[src/rtl/pci_pkg.sv]
// Shared types and constants for the PCI configuration space access path.
// Port indices double as the grant / last-grant encoding.
package pci_pkg;

  typedef enum logic [1:0] {
    IDLE,
    BUSY,
    RESP
  } cfg_arb_state_t;

  localparam logic CFG_PORT_BUS = 1'b0;
  localparam logic CFG_PORT_LOC = 1'b1;

  localparam logic [31:0] CFG_TIMEOUT_DATA = 32'hFFFF_FFFF;

endpackage

[src/rtl/pci_rr_arb2.sv]
// Two-way request picker: round-robin on last grant, or fixed
// priority with the bus port winning every tie.
module pci_rr_arb2
  import pci_pkg::*;
#(
  parameter bit BUS_PRIO = 1'b0
) (
  input  logic       bus_req_i,
  input  logic       loc_req_i,
  input  logic       last_i,
  output logic [1:0] gnt_o
);

  logic bus_tie;

  assign bus_tie = BUS_PRIO || (last_i == CFG_PORT_LOC);

  always_comb begin
    gnt_o = 2'b00;
    unique case (1'b1)
      (bus_req_i && loc_req_i): begin
        if (bus_tie) gnt_o[CFG_PORT_BUS] = 1'b1;
        else         gnt_o[CFG_PORT_LOC] = 1'b1;
      end
      (bus_req_i && !loc_req_i): gnt_o[CFG_PORT_BUS] = 1'b1;
      (loc_req_i && !bus_req_i): gnt_o[CFG_PORT_LOC] = 1'b1;
      default: ;
    endcase
  end

endmodule

[src/rtl/pci_cfg_arb.sv]
// Serialises bus and local accesses onto pci_cfg, holds the request
// until done or timeout, and returns the response to the winner.
module pci_cfg_arb
  import pci_pkg::*;
#(
  parameter int unsigned TIMEOUT_CYCLES = 15,
  parameter bit          BUS_PRIO       = 1'b0
) (
  input  logic        clk,
  input  logic        rst,
  input  logic        bus_req,
  input  logic        bus_iswrite,
  input  logic [5:0]  bus_offset,
  input  logic [31:0] bus_write_val,
  input  logic [3:0]  bus_be,
  output logic        bus_ack,
  output logic [31:0] bus_read_val,
  output logic        bus_w_err,
  input  logic        loc_req,
  input  logic        loc_iswrite,
  input  logic [5:0]  loc_offset,
  input  logic [31:0] loc_write_val,
  input  logic [3:0]  loc_be,
  output logic        loc_ack,
  output logic [31:0] loc_read_val,
  output logic        loc_w_err,
  output logic        cfg_enable,
  output logic        cfg_iswrite,
  output logic [5:0]  cfg_offset,
  output logic [31:0] cfg_write_val,
  output logic [3:0]  cfg_be,
  input  logic [31:0] cfg_read_val,
  input  logic        cfg_done,
  input  logic        cfg_w_err,
  output logic        busy,
  output logic [7:0]  timeout_cnt
);

  localparam logic [7:0] TO_LIMIT = 8'(TIMEOUT_CYCLES);

  cfg_arb_state_t state_q, state_d;
  logic        gnt_q, gnt_d;
  logic        last_q, last_d;
  logic [7:0]  timer_q, timer_d;
  logic [7:0]  tcnt_q, tcnt_d;
  logic        iswr_q, iswr_d;
  logic [5:0]  off_q, off_d;
  logic [31:0] wval_q, wval_d;
  logic [3:0]  be_q, be_d;
  logic [31:0] bus_rd_q, bus_rd_d;
  logic [31:0] loc_rd_q, loc_rd_d;
  logic        bus_we_q, bus_we_d;
  logic        loc_we_q, loc_we_d;
  logic [1:0]  pick;
  logic        fin;
  logic [31:0] fin_rd;
  logic        fin_we;

  pci_rr_arb2 #(
    .BUS_PRIO(BUS_PRIO)
  ) u_arb (
    .bus_req_i(bus_req),
    .loc_req_i(loc_req),
    .last_i   (last_q),
    .gnt_o    (pick)
  );

  always_comb begin
    state_d  = state_q;
    gnt_d    = gnt_q;
    last_d   = last_q;
    timer_d  = timer_q;
    tcnt_d   = tcnt_q;
    iswr_d   = iswr_q;
    off_d    = off_q;
    wval_d   = wval_q;
    be_d     = be_q;
    bus_rd_d = bus_rd_q;
    loc_rd_d = loc_rd_q;
    bus_we_d = bus_we_q;
    loc_we_d = loc_we_q;
    fin      = 1'b0;
    fin_rd   = '0;
    fin_we   = 1'b0;
    unique case (state_q)
      IDLE: begin
        if (|pick) begin
          gnt_d = pick[CFG_PORT_LOC];
          if (pick[CFG_PORT_LOC]) begin
            iswr_d = loc_iswrite;
            off_d  = loc_offset;
            wval_d = loc_write_val;
            be_d   = loc_be;
          end else begin
            iswr_d = bus_iswrite;
            off_d  = bus_offset;
            wval_d = bus_write_val;
            be_d   = bus_be;
          end
          timer_d = '0;
          state_d = BUSY;
        end
      end
      BUSY: begin
        // a real completion on the timeout edge beats the timeout
        if (cfg_done) begin
          fin    = 1'b1;
          fin_rd = cfg_read_val;
          fin_we = cfg_w_err;
        end else if (timer_q == TO_LIMIT) begin
          fin    = 1'b1;
          fin_rd = CFG_TIMEOUT_DATA;
          fin_we = 1'b1;
          if (tcnt_q != 8'hFF) tcnt_d = tcnt_q + 8'd1;
        end else begin
          timer_d = timer_q + 8'd1;
        end
        if (fin) begin
          state_d = RESP;
          if (gnt_q == CFG_PORT_LOC) begin
            loc_rd_d = fin_rd;
            loc_we_d = fin_we;
          end else begin
            bus_rd_d = fin_rd;
            bus_we_d = fin_we;
          end
        end
      end
      RESP: begin
        last_d  = gnt_q;
        state_d = IDLE;
      end
      default: state_d = IDLE;
    endcase
  end

  always_ff @(posedge clk or posedge rst) begin
    if (rst) begin
      state_q  <= IDLE;
      gnt_q    <= CFG_PORT_BUS;
      last_q   <= CFG_PORT_LOC;
      timer_q  <= '0;
      tcnt_q   <= '0;
      iswr_q   <= 1'b0;
      off_q    <= '0;
      wval_q   <= '0;
      be_q     <= '0;
      bus_rd_q <= '0;
      loc_rd_q <= '0;
      bus_we_q <= 1'b0;
      loc_we_q <= 1'b0;
    end else begin
      state_q  <= state_d;
      gnt_q    <= gnt_d;
      last_q   <= last_d;
      timer_q  <= timer_d;
      tcnt_q   <= tcnt_d;
      iswr_q   <= iswr_d;
      off_q    <= off_d;
      wval_q   <= wval_d;
      be_q     <= be_d;
      bus_rd_q <= bus_rd_d;
      loc_rd_q <= loc_rd_d;
      bus_we_q <= bus_we_d;
      loc_we_q <= loc_we_d;
    end
  end

  assign cfg_enable    = (state_q == BUSY);
  assign busy          = (state_q != IDLE);
  assign bus_ack       = (state_q == RESP) && (gnt_q == CFG_PORT_BUS);
  assign loc_ack       = (state_q == RESP) && (gnt_q == CFG_PORT_LOC);
  assign cfg_iswrite   = iswr_q;
  assign cfg_offset    = off_q;
  assign cfg_write_val = wval_q;
  assign cfg_be        = be_q;
  assign bus_read_val  = bus_rd_q;
  assign bus_w_err     = bus_we_q;
  assign loc_read_val  = loc_rd_q;
  assign loc_w_err     = loc_we_q;
  assign timeout_cnt   = tcnt_q;

endmodule

[config.mk]
export PLATFORM = sky130hd
export DESIGN_NAME = pci_cfg_arb
export DESIGN_NICKNAME = d
export VERILOG_FILES = /design/src/rtl/pci_pkg.sv /design/src/rtl/pci_rr_arb2.sv /design/src/rtl/pci_cfg_arb.sv
export SDC_FILE = /design/constraint.sdc
export NUM_CORES = 1
export LEC_CHECK = 0
export BUFFER_PORTS_ARGS = -buffer_cell sky130_fd_sc_hd__buf_2
export CORE_UTILIZATION = 43
export CTS_CLUSTER_SIZE = 28
export DETAILED_ROUTE_END_ITERATION = 6
export PLACE_DENSITY_LB_ADDON = 0.12
export SKIP_LAST_GASP = 1
export SYNTH_ARGS = -nofsm -noshare
export SYNTH_HDL_FRONTEND = slang
export SYNTH_SLANG_ARGS = --single-unit
[constraint.sdc]
create_clock -name clk -period 6.5 [get_ports clk]
set_input_delay 1.625 -clock clk [delete_from_list [all_inputs] [get_ports clk]]
set_output_delay 1.625 -clock clk [all_outputs]
set_load 0.02 [all_outputs]
==> results.json, run 1 <==
{
  "status": "completed",
  "grt_pass1_vias": 5058,
  "synth_area_per_cell_um2": 10.1,
  "power_frac_clock": 0.242,
  "rsz0062_at_grt": "false",
  "peakVddDrop_mv": 0.244,
  "dp_hpwl_um": 11000,
  "placement_rows": 43,
  "drv_cap": 0,
  "grt_overflow": 0,
  "maxSlewHeadroom": 0.280,
  "hold_path.class": "reg2reg",
  "combPwrFrac": 0.417,
  "fp.dieArea_mm2": 0.0146,
  "cts_htree_levels": 4,
  "detail-route-antenna-nets": 0,
  "worstPathArrival_ns": 2.62,
  "clock_latency_ns": 0.42,
  "mostFrequentLayoutCell": "buf_2",
  "worstMarginPinSlew_ns": 1.08,
  "clock_skew_ns": 0.00619,
  "p_switching_uw": 1660,
  "drive_gt1_frac": 0.390,
  "cts_tree": "yes",
  "synth_cell_types": 44,
  "finalSetupTns_ns": 0,
  "synth_seq_cells": 129,
  "swShare": 0.409,
  "cp_slowest_cell": "dfrtp_2",
  "post_drt_wl_per_cell_um": 15.1,
  "cts_root_buf": "clkbuf_16",
  "dr.pass1.iters": 4,
  "final_max_slew_viol_count": 0,
  "io_pins": 245,
  "seqPwrFrac": 0.341,
  "via_per_inst": 4.98,
  "required_ns": 4.88,
  "nets": 965,
  "n_antenna_cell": 0,
  "synth_edf_count": 0,
  "synth.top_cell.area_share": 0.526,
  "cts.sinks": 129,
  "synth_area_mm2": 0.00609,
  "grtUsageTotal": 0.224,
  "die_width_um": 121,
  "grt_pass1_wl_um": 24900,
  "cts_buffer_depth": 2,
  "portBuffers": 244,
  "mostFrequentLayoutCells": "244 x buf_2, 127 x dfrtp_1, 76 x nor2_1",
  "fmax_mhz": 236,
  "finalHoldViolCount": 0,
  "worstSetupPathType": "reg2out",
  "p_int_uw": 2400,
  "power.density_mw_per_mm2": 505,
  "grt_max_degree": 89,
  "setup_violations": 0,
  "clk_pin_slew_ns": 0.06,
  "drt_iter0_drc": 299,
  "synth_ff_type": "dfrtp_1",
  "final_core_util": 0.581,
  "period_needed_ns": 4.24,
  "drc": 0,
  "chipHeight_um": 121,
  "ys_seq_area_frac": 0.530,
  "cp_max_fo": 68,
  "start_util": 0.441,
  "synth_nets": 732,
  "route.vias.total": 5136,
  "ctsHoldBuffers": 0,
  "place_congestion": 0.809,
  "slowest_delay_ns": 1.08,
  "cts_made_buffers": 17,
  "wl_um": 15600,
  "yosys_warnings": 0,
  "cts_setup_buffers": 0,
  "end_kind": "output pin",
  "ctsResizeCount": 0,
  "crit_chain": "inv_2 -> nor2_1 -> buf_2",
  "power.static_leakage_uw": 0.00422,
  "finalCritPeriodShare": 0.653,
  "synth_area_leaders": "dfrtp_1 53%, mux2i_1 7.4%, mux2_2 6.3%",
  "setup.worst_path.start_class": "flop",
  "area_growth_syn_to_layout_pct": 31.9,
  "antenna_found_initial": 0,
  "async_flop_share": 1.00,
  "coreArea_mm2": 0.0138,
  "syn_inst": 606,
  "synth_top_area_cell": "dfrtp_1"
}
==> power by group through the flow <==
stage                     sequential, uW  combinational [uW]  clock, uW
after floorplan                     1670                 869          0
after CTS                           1380                1710       1000
final                               1380                1690        980
after detailed placement            1390                1710          0
after global routing                1430                1870       1040
after global placement              1370                1670          0
==> path summary, 6_finish.rpt <==
kind	to	from	slack, ns	cells past startpoint
worst max register to register	loc_read_val[20]	timer_q[0]	4.04	7
worst max-delay path	loc_ack	gnt_q	2.26	3
worst min register to register	cfg_iswrite	cfg_iswrite	0.47	2
max in group asynchronous	gnt_q	rst	3.83	3
worst min-delay path	cfg_iswrite	cfg_iswrite	0.47	2
min in group asynchronous	cfg_write_val[7]	rst	1.48	2
==> flip-flops by register name, summed over array words and instances, names as in the netlist, 2 cells and up <==
| signal | cells |
|---|---|
| cfg_write_val | 32 |
| cfg_offset | 6 |
| state_q | 2 |
| loc_read_val | 32 |
| bus_read_val | 32 |
| cfg_be | 4 |
| timeout_cnt | 8 |
| timer_q | 8 |
==> cell type report <==
class | count | area (um^2)
Fill cell | 1236 | 5790
Sequential cell | 129 | 3230
Multi-Input combinational cell | 404 | 2560
Timing Repair Buffer | 249 | 1260
Clock buffer | 19 | 453
Tap cell | 180 | 225
Clock inverter | 13 | 160
Inverter | 38 | 146
==> logic make-up after synthesis <==
family,count (synthesis),synth area share
compound gates,154,0.143
xor+xnor,6,0.00863
fa+ha+maj,2,0.00411
buf+inv,73,0.0530
flops,129,0.530
mux,82,0.142
simple gates,160,0.119
==> per-layer routing <==
metal  wire [um]  track usage  vias up
met5           0            0        -
met4         432        0.111        0
met3        1140       0.0775       33
met2        7270        0.354      202
met1        6720        0.273     2372
li1            -            -     2529
==> synthesized netlist by cell type, types with 2 or more instances <==
master / instances
a21oi_1: 68
nand3_1: 7
mux2i_1: 45
ha_1: 2
buf_1: 2
dfrtp_1: 128
mux2_2: 34
o21ai_1: 2
nand2_1: 52
buf_4: 3
mux2_1: 3
buf_6: 4
nor2_1: 76
and3_1: 3
xnor2_1: 2
buf_2: 5
xor2_1: 4
o21a_1: 33
nand4_1: 3
o21ai_0: 46
nor3_1: 3
inv_1: 36
nor4_2: 2
nor2b_1: 3
clkbuf_1: 21
==> critical path: cells and delay by family, from the launching register on <==
family | cells | cell delay, ns
buffers and inverters | 2 | 0.84
flip-flops | 1 | 1.08
AND/OR/NAND/NOR | 1 | 0.28
==> per-stage QoR <==
| stage | area (um^2) | power (uW) | setup slack (ns) | instances | hold slack (ns) |
|---|---|---|---|---|---|
| global route | 8040 | 4340 | 2.01 | 1032 | 0.511 |
| finish | 8040 | 4060 | 2.26 | 1032 | 0.473 |
| CTS | 8040 | 4100 | 2.20 | 1032 | 0.479 |
| floorplan | 6090 | 2540 | 1.44 | 606 | 0.481 |
| global placement | 7420 | 3040 | 2.69 | 1000 | 0.458 |
| detailed placement | 7420 | 3100 | 2.67 | 1000 | 0.466 |
(Power assumes the default switching activity.)
==> run 2: changes to the inputs <==
==> constraint.sdc (replaced) <==
create_clock -name clk -period 4 [get_ports clk]
set_input_delay 1 -clock clk [delete_from_list [all_inputs] [get_ports clk]]
set_output_delay 1 -clock clk [all_outputs]
set_load 0.02 [all_outputs]
==> run 2 against run 1 <==
- register-to-register slack got worse by 2.5 ns
- clock power increased by 58%
- power increased by 62%
- cell count about the same
- setup slack got worse by 0.98 ns
- worst hold slack improved by 0.0019 ns
- wire length decreased by 1.1%
- clock skew increased by 0.0011 ns
- largest power group unchanged
- highest routed layer unchanged
==> results.json, run 2 (synthesis gave the netlist of run 1 again) <==
{
  "power.static_leakage_uw": 0.00425,
  "cp_max_fo": 35,
  "grt_pass1_vias": 5019,
  "drc": 0,
  "cts_tree": "yes",
  "setup.worst_path.start_class": "flop",
  "via_per_inst": 4.98,
  "detail-route-antenna-nets": 0,
  "clock_latency_ns": 0.41,
  "status": "completed",
  "start_util": 0.441,
  "drt_iter0_drc": 358,
  "cts_made_buffers": 17,
  "cts_htree_levels": 4,
  "grt_util_met3": 0.0714,
  "placement_rows": 43,
  "grtUsageTotal": 0.217,
  "required_ns": 3.00,
  "fin_cells": 1033,
  "area_growth_syn_to_layout_pct": 32.3,
  "wl_um": 15400,
  "drv_cap": 0,
  "io_pins": 245,
  "dp_hpwl_um": 10900,
  "fillers": 1198,
  "finalCritPeriodShare": 0.682,
  "cts.sinks": 129,
  "coreArea_mm2": 0.0138,
  "mostFrequentLayoutCell": "buf_2",
  "rsz0062_at_grt": "false",
  "grt_use_met1": 0.255,
  "antenna_found_initial": 0,
  "finalSetupTns_ns": 0,
  "period_needed_ns": 2.73,
  "post-place-cells": 1002,
  "route.vias.total": 5141,
  "worstSetupPathType": "reg2out",
  "grt_max_degree": 83,
  "clock_skew_ns": 0.00727,
  "post_drt_wl_per_cell_um": 14.9,
  "setup_violations": 0,
  "cts_setup_buffers": 0,
  "cts_root_buf": "clkbuf_16",
  "power.density_mw_per_mm2": 814,
  "worstPathArrival_ns": 1.73,
  "die_width_um": 121,
  "dr.pass1.iters": 6,
  "hold_path.class": "reg2reg",
  "place_congestion": 0.824,
  "fp.dieArea_mm2": 0.0146,
  "drive_gt1_frac": 0.387,
  "fmax_mhz": 367,
  "grt_pass1_wl_um": 24300,
  "ctsHoldBuffers": 0,
  "final_max_slew_viol_count": 0,
  "mostFrequentLayoutCells": "244 x buf_2, 127 x dfrtp_1, 76 x nor2_1",
  "chipHeight_um": 121,
  "peakVddDrop_mv": 0.395,
  "grt_use_met2": 0.361,
  "gr-max-usage-layer": "met2",
  "portBuffers": 244,
  "cts_buffer_depth": 2,
  "worstMarginPinSlew_ns": 0.823,
  "finalHoldViolCount": 0,
  "clk_pin_slew_ns": 0.05,
  "n_antenna_cell": 0,
  "grt_overflow": 0,
  "end_kind": "output pin",
  "nets": 967,
  "maxSlewHeadroom": 0.452,
  "ctsResizeCount": 0
}
-- run 2: final cells by class --
type                    count  area (um^2)  share of cell area
clock buffers              27          533              0.0661
clock inverters             4         70.1             0.00869
inverters                  38          148              0.0183
repair buffers            251         1290               0.160
well taps                 180          225              0.0279
flip-flops and latches    129         3230               0.401
multi-input cells         404         2570               0.319
-- run 2: metal layers --
| metal | wire, um | share of wire |
|---|---|---|
| met5 | 0 | 0 |
| met1 | 6160 | 0.40 |
| met2 | 7610 | 0.49 |
| met3 | 1260 | 0.082 |
| met4 | 352 | 0.023 |
-- run 2: worst paths after layout --
path,end,cells past startpoint,slack (ns),start
worst max-delay path,loc_ack,3,1.27,gnt_q
worst min-delay path,cfg_write_val[25],2,0.48,cfg_write_val[25]
worst max register to register,loc_read_val[5],7,1.50,timer_q[0]
worst min register to register,cfg_write_val[25],2,0.48,cfg_write_val[25]
max in group asynchronous,cfg_write_val[31],3,2.71,rst
min in group asynchronous,loc_read_val[15],2,0.55,rst
-- run 2: per-stage QoR --
stage | area, um^2 | util | worst slack [ns] | power (uW) | hold WS [ns]
after floorplan | 6100 | - | 1.41 | 4130 | 0.481
after global placement | 7460 | 0.539 | 1.35 | 4950 | 0.460
after detailed placement | 7460 | 0.539 | 1.27 | 5050 | 0.466
after CTS | 8060 | 0.583 | 1.21 | 6630 | 0.478
after global routing | 8060 | 0.583 | 1.15 | 7020 | 0.494
final | 8060 | 0.583 | 1.27 | 6560 | 0.475
-- run 2: where the power goes --
part	internal, uW	switching (uW)	total [uW]
Sequential	1830	329	2160
Clock	1030	525	1550
Combinational	1070	1790	2850
Total	3920	2640	6560
-- run 2: critical path: stages (launching register included) --
cell and delay [ns]:
dfrtp_2 0.40, inv_2 0.58, nor2_1 0.14, buf_2 0.20
